`config.mk`:
```
export PLATFORM = sky130hd
export DESIGN_NAME = sr_pulse_conditioner
export DESIGN_NICKNAME = d
export VERILOG_FILES = /design/src/rtl/sr_pulse_conditioner_pkg.sv /design/src/rtl/sr_pulse_conditioner_debounce_channel.sv /design/src/rtl/sr_pulse_conditioner.sv
export SDC_FILE = /design/constraint.sdc
export NUM_CORES = 1
export LEC_CHECK = 0
export BUFFER_PORTS_ARGS = -buffer_cell sky130_fd_sc_hd__buf_2
export CORE_MARGIN = 1
export CORE_UTILIZATION = 54
export DETAILED_ROUTE_END_ITERATION = 8
export PLACE_DENSITY = 0.73
export SETUP_SLACK_MARGIN = 0.1
export SLEW_MARGIN = 25
export SYNTH_ARGS = -nofsm -noshare
export SYNTH_HDL_FRONTEND = slang
export SYNTH_SLANG_ARGS = --single-unit
```
`constraint.sdc`:
```
create_clock -name clk -period 1.9 [get_ports clk]
set_input_delay 0.38 -clock clk [delete_from_list [all_inputs] [get_ports clk]]
set_output_delay 0.38 -clock clk [all_outputs]
set_load 0.01 [all_outputs]
```
`src/rtl/sr_pulse_conditioner_pkg.sv`:
```
// Shared defaults and the arbitration result encoding for the SR pulse conditioner.
package sr_cond_pkg;

  localparam int SYNC_STAGES_DEF     = 2;
  localparam int DEBOUNCE_CYCLES_DEF = 16;
  localparam int CNT_W_DEF           = 5;

  typedef enum logic [1:0] {
    ARB_NONE     = 2'd0,
    ARB_SET      = 2'd1,
    ARB_RST      = 2'd2,
    ARB_CONFLICT = 2'd3
  } arb_t;

endpackage

```
`src/rtl/sr_pulse_conditioner_debounce_channel.sv`:
```
// One button channel: synchroniser, saturating debounce counter, stable level and rise detect.
module debounce_channel
  import sr_cond_pkg::*;
#(
  parameter int SYNC_STAGES     = SYNC_STAGES_DEF,
  parameter int DEBOUNCE_CYCLES = DEBOUNCE_CYCLES_DEF,
  parameter int CNT_W           = CNT_W_DEF
) (
  input  logic clk,
  input  logic rst_n,
  input  logic btn,
  output logic level,
  output logic rise
);

  localparam logic [CNT_W-1:0] CNT_LAST = CNT_W'(DEBOUNCE_CYCLES - 1);

  logic [SYNC_STAGES-1:0] sync_reg;
  logic [CNT_W-1:0]       cnt_reg;
  logic [CNT_W-1:0]       cnt_next;
  logic                   stable_reg;
  logic                   stable_next;
  logic                   prev_reg;
  logic                   sampled;

  assign sampled = sync_reg[SYNC_STAGES-1];

  always_ff @(posedge clk or negedge rst_n) begin
    if (!rst_n) begin
      sync_reg <= '0;
    end else begin
      sync_reg <= {sync_reg[SYNC_STAGES-2:0], btn};
    end
  end

  // The count stops at its terminal value, so a long disagreement can never wrap it.
  always_comb begin
    cnt_next    = '0;
    stable_next = stable_reg;
    if (sampled != stable_reg) begin
      if (cnt_reg >= CNT_LAST) begin
        stable_next = sampled;
        cnt_next    = '0;
      end else begin
        cnt_next = cnt_reg + 1'b1;
      end
    end
  end

  always_ff @(posedge clk or negedge rst_n) begin
    if (!rst_n) begin
      cnt_reg    <= '0;
      stable_reg <= 1'b0;
      prev_reg   <= 1'b0;
    end else begin
      cnt_reg    <= cnt_next;
      stable_reg <= stable_next;
      prev_reg   <= stable_reg;
    end
  end

  assign level = stable_reg;
  assign rise  = stable_reg & ~prev_reg;

endmodule

```
`src/rtl/sr_pulse_conditioner.sv`:
```
// Debounces set/reset buttons and turns debounced rises into mutually exclusive one-cycle S/R pulses.
module sr_pulse_conditioner
  import sr_cond_pkg::*;
#(
  parameter int SYNC_STAGES     = SYNC_STAGES_DEF,
  parameter int DEBOUNCE_CYCLES = DEBOUNCE_CYCLES_DEF,
  parameter int CNT_W           = CNT_W_DEF
) (
  input  logic clk,
  input  logic rst_n,
  input  logic set_btn_i,
  input  logic rst_btn_i,
  output logic s_o,
  output logic r_o,
  output logic set_level_o,
  output logic rst_level_o,
  output logic conflict_o
);

  // Channel 0 is the set request, channel 1 the reset request.
  logic [1:0] btn;
  logic [1:0] level;
  logic [1:0] rise;
  arb_t       arb;

  assign btn = {rst_btn_i, set_btn_i};

  genvar gi;
  generate
    for (gi = 0; gi < 2; gi++) begin : g_chan
      debounce_channel #(
        .SYNC_STAGES    (SYNC_STAGES),
        .DEBOUNCE_CYCLES(DEBOUNCE_CYCLES),
        .CNT_W          (CNT_W)
      ) u_chan (
        .clk  (clk),
        .rst_n(rst_n),
        .btn  (btn[gi]),
        .level(level[gi]),
        .rise (rise[gi])
      );
    end
  endgenerate

  // A rise that meets an already-high opposite level is refused rather than forming S=R=1.
  always_comb begin
    arb = ARB_NONE;
    if (rise[0] && rise[1]) begin
      arb = ARB_CONFLICT;
    end else if (rise[0]) begin
      arb = level[1] ? ARB_CONFLICT : ARB_SET;
    end else if (rise[1]) begin
      arb = level[0] ? ARB_CONFLICT : ARB_RST;
    end
  end

  always_ff @(posedge clk or negedge rst_n) begin
    if (!rst_n) begin
      s_o        <= 1'b0;
      r_o        <= 1'b0;
      conflict_o <= 1'b0;
    end else begin
      s_o        <= (arb == ARB_SET);
      r_o        <= (arb == ARB_RST);
      conflict_o <= (arb == ARB_CONFLICT);
    end
  end

  assign set_level_o = level[0];
  assign rst_level_o = level[1];

endmodule
```
==> impl_results.rst <==
.. list-table::
   :header-rows: 1

   * - Metric
     - Value
   * - Startpoint type of the worst setup path
     - flop
   * - Cell count after synthesis
     - 64
   * - Critical-path top delay cell
     - dfrtp_1
   * - Number of max-cap violations
     - 0
   * - Register area
     - around 530 µm²
   * - Setup_tns
     - 0 ns
   * - Cell area after synthesis
     - 809.5 µm²
   * - Amount of wire on met3 after detailed routing
     - ~40 µm
   * - Global placement routability congestion
     - between 0.5 and 0.6
   * - Number of warnings printed during yosys synthesis
     - 0
   * - Number of antenna-violating nets in the routed design
     - 0
   * - Post-CTS setup buffers
     - 0
   * - Routed met2 length
     - around 470 µm
   * - Number of top-level pins
     - 9
   * - Arrival @ worst endpoint
     - between 1.5 and 2 ns
   * - Final critical-path share of the clock period
     - 0.8636
   * - Number of setup violations in the final report
     - 0
   * - Post-DR vias/cell
     - just over 5
   * - Element type at the critical path end
     - flop
   * - Resized cells post-CTS
     - 0
   * - Signed area change from the synthesized netlist to the final layout
     - 10.51%
   * - Cell leakage power
     - 0.0004854 µW
   * - # fillers
     - around 90
   * - TritonCTS Buffers
     - 3
   * - Number of nets in the layout
     - 85
   * - Post-synth net total
     - 72
   * - Overall Power
     - approximately 710 µW
   * - Type of the worst min-delay path
     - in2async
   * - Maximum buffer depth of the clock tree
     - 2
   * - Cell repeated most along the worst path
     - ha_1
   * - Result of the run
     - completed
   * - Clock tree from TritonCTS
     - yes
   * - Dominant cell type by area after synthesis
     - dfrtp_1
   * - Number of antenna violations at the first check in global routing
     - 0
   * - Maximum frequency from static timing analysis
     - around 0.61 GHz
   * - Starting utilization of the core area
     - 0.5996
   * - Number of inserted diodes
     - 0
   * - Cell types with the largest area share after synthesis
     - dfrtp_1, ha_1, nor2_1
   * - Number of max-slew violations in the final report
     - 0
   * - Power density of the placed cells
     - just under 800 mW/mm²
   * - FF-to-FF Start
     - g_chan[1].u_chan.cnt_reg[0]
   * - Aggregate global routing overflow
     - 0
   * - Insertion delay of the later-clocked pin in the worst-skew pair
     - 0.29 ns
   * - Startpoint-to-endpoint class of the critical path
     - reg2reg
   * - Final clock skew
     - 0.006835 ns
   * - Maximum fanout along the worst path
     - 4
   * - Maximum resistive drop on vdd
     - 0.0006111 V
   * - Kind of cell adding the most delay to the critical path
     - adder cells
   * - First-pass GRT wire length
     - 1642 µm
   * - Synthesized flop and latch total
     - 21
   * - R2r setup slk
     - between 0.2 and 0.3 ns
   * - Flip-flop count of the largest register after layout
     - 10
   * - Sequential cell area fraction in the yosys report
     - 0.6491
   * - Data required time of the worst path
     - ~2.1 ns
   * - Post-CTS Hold Buffers
     - 0
   * - Initial DRT Pass Iterations
     - 2
   * - Multi-input logic area
     - between 200 and 300 µm²
   * - Clock root buffer
     - clkbuf_4
   * - Area of the core
     - around 0.0014 mm²
   * - Port buffer count
     - 8
   * - Number of sinks driven by the clock tree
     - 21
   * - Count of different cell masters after synthesis
     - 18
   * - Worst path cell trace
     - ha_1, and3_1, ha_1, nor2_4, nand2_1, mux2_1
   * - Worst path max stage delay
     - between 0.4 and 0.5 ns
   * - Number of global-route vias before repair
     - around 400
   * - Die footprint
     - between 0.0015 and 0.002 mm²
   * - Worst path bufs/invs
     - 0
   * - Wirelength per Cell
     - 11.68 µm
   * - Hold Violations, Final
     - 0
   * - Via total after detailed routing
     - 458
   * - Maximum number of pins on one net before global-route repair
     - 22
   * - Per-instance average area after synthesis
     - roughly 13 µm²
   * - Die span in y
     - roughly 41 µm
   * - Number of core rows
     - 13
   * - Die width
     - between 40 and 50 µm
   * - Post-synth top area share
     - 0.6491
   * - Total half-perimeter wirelength after legalization and detailed placement
     - 773.5 µm
   * - Crit path time final
     - between 1.5 and 2 ns
   * - H-tree depth
     - 1
   * - Total routed wire length on the met1 layer
     - between 500 and 600 µm
   * - Slew at the pin closest to its max-slew limit
     - 0.4371 ns
   * - Clock transition at the registers of the reported paths
     - ~0.1 ns
   * - Path depth of the worst reg2reg path
     - 6
   * - First-iteration detailed-routing DRC count
     - 1
   * - RSZ-0062 raised after global routing
     - no
   * - Total routing usage reported by global routing
     - 0.1637
   * - Share of layout cells above drive strength 1
     - 0.1974
   * - DRC violation count after routing
     - 0
   * - Headroom to the max-slew limit
     - 0.7086
   * - Reg-to-reg critical path endpoint
     - g_chan[1].u_chan.level
   * - WL final
     - between 1000 and 1500 µm
   * - Uppermost layer routed
     - met4
-- power by group --
| part | switching [µW] | internal (µW) |
|---|---|---|
| Clock | 116 | 81.5 |
| Sequential | 13.1 | 462 |
| Combinational | 21.3 | 14.6 |
| Total | 150 | 558 |
-- layout make-up --
type	count	area share
clock buffer	4	0.02937
timing repair buffer	8	0.04476
sequential	21	0.5874
multi-input combinational	39	0.3007
inverter	4	0.01678
tap	15	0.02098
-- worst max-delay path by stage --
stage,slack (ns),cells past startpoint,from,end
CTS,0.26,6,g_chan[1].u_chan.cnt_reg[0],g_chan[1].u_chan.level
global placement,0.32,6,g_chan[0].u_chan.cnt_reg[0],g_chan[0].u_chan.level
finish,0.26,6,g_chan[1].u_chan.cnt_reg[0],g_chan[1].u_chan.level
floorplan,0.35,6,g_chan[1].u_chan.cnt_reg[0],g_chan[1].u_chan.level
global route,0.19,6,g_chan[1].u_chan.cnt_reg[0],g_chan[1].u_chan.level
detailed placement,0.28,6,g_chan[1].u_chan.cnt_reg[0],g_chan[1].u_chan.level
-- routing by layer --
metal  track usage  up-vias
li1              -      235
met1        0.2305      213
met2        0.2222        8
met3       0.04891        2
met4        0.1000        0
met5             0        -
-- logic make-up after synthesis --
logic type                 synth area share
and+or+nand+nor                      0.1654
DFF                                  0.6491
xor gates and xnor gates            0.06338
buffers and inverters               0.01854
adders and majority gates           0.06183
AOI/OAI and AO/OA                   0.01391
muxes                               0.02782
-- stage by stage --
stage          hold slack (ns)  setup slack (ns)    util  instance area [µm²]  instances
2_1_floorplan          0.08441            0.3475       -                809.5         64
3_3_place_gp            0.3333            0.3227  0.6432                868.3         87
3_5_place_dp            0.3411            0.2847  0.6432                868.3         87
4_1_cts                0.01836            0.2631  0.6627                894.6         91
5_1_grt                0.03939            0.1912  0.6627                894.6         91
6_report               0.01473            0.2591  0.6627                894.6         91
-- cells in the mapped netlist --
cell type  count
nand3_1        2
mux2_1         2
a31oi_1        1
a21oi_1        1
nor3b_1        2
and3_1         2
nor2_4         1
xnor2_1        2
xor2_2         1
nand4_1        2
nor2_2         1
nand3_2        1
nor2_1        10
xor2_1         2
ha_1           4
dfrtp_1       21
inv_1          4
nand2_1        5
-- placed cells by master, fill, tap and decap left out, drive strengths merged --
cell type / Yosys / layout
dfrtp: 21 / 21
xnor2: 2 / 2
mux2: 2 / 2
nor2: 12 / 12
nand4: 2 / 2
inv: 4 / 4
and3: 2 / 2
a21oi: 1 / 1
nand3: 3 / 3
nand2: 5 / 5
a31oi: 1 / 1
ha: 4 / 4
xor2: 3 / 3
clkbuf: 0 / 4
nor3b: 2 / 2
buf: 0 / 8
Power figures use the tool's default switching activity.
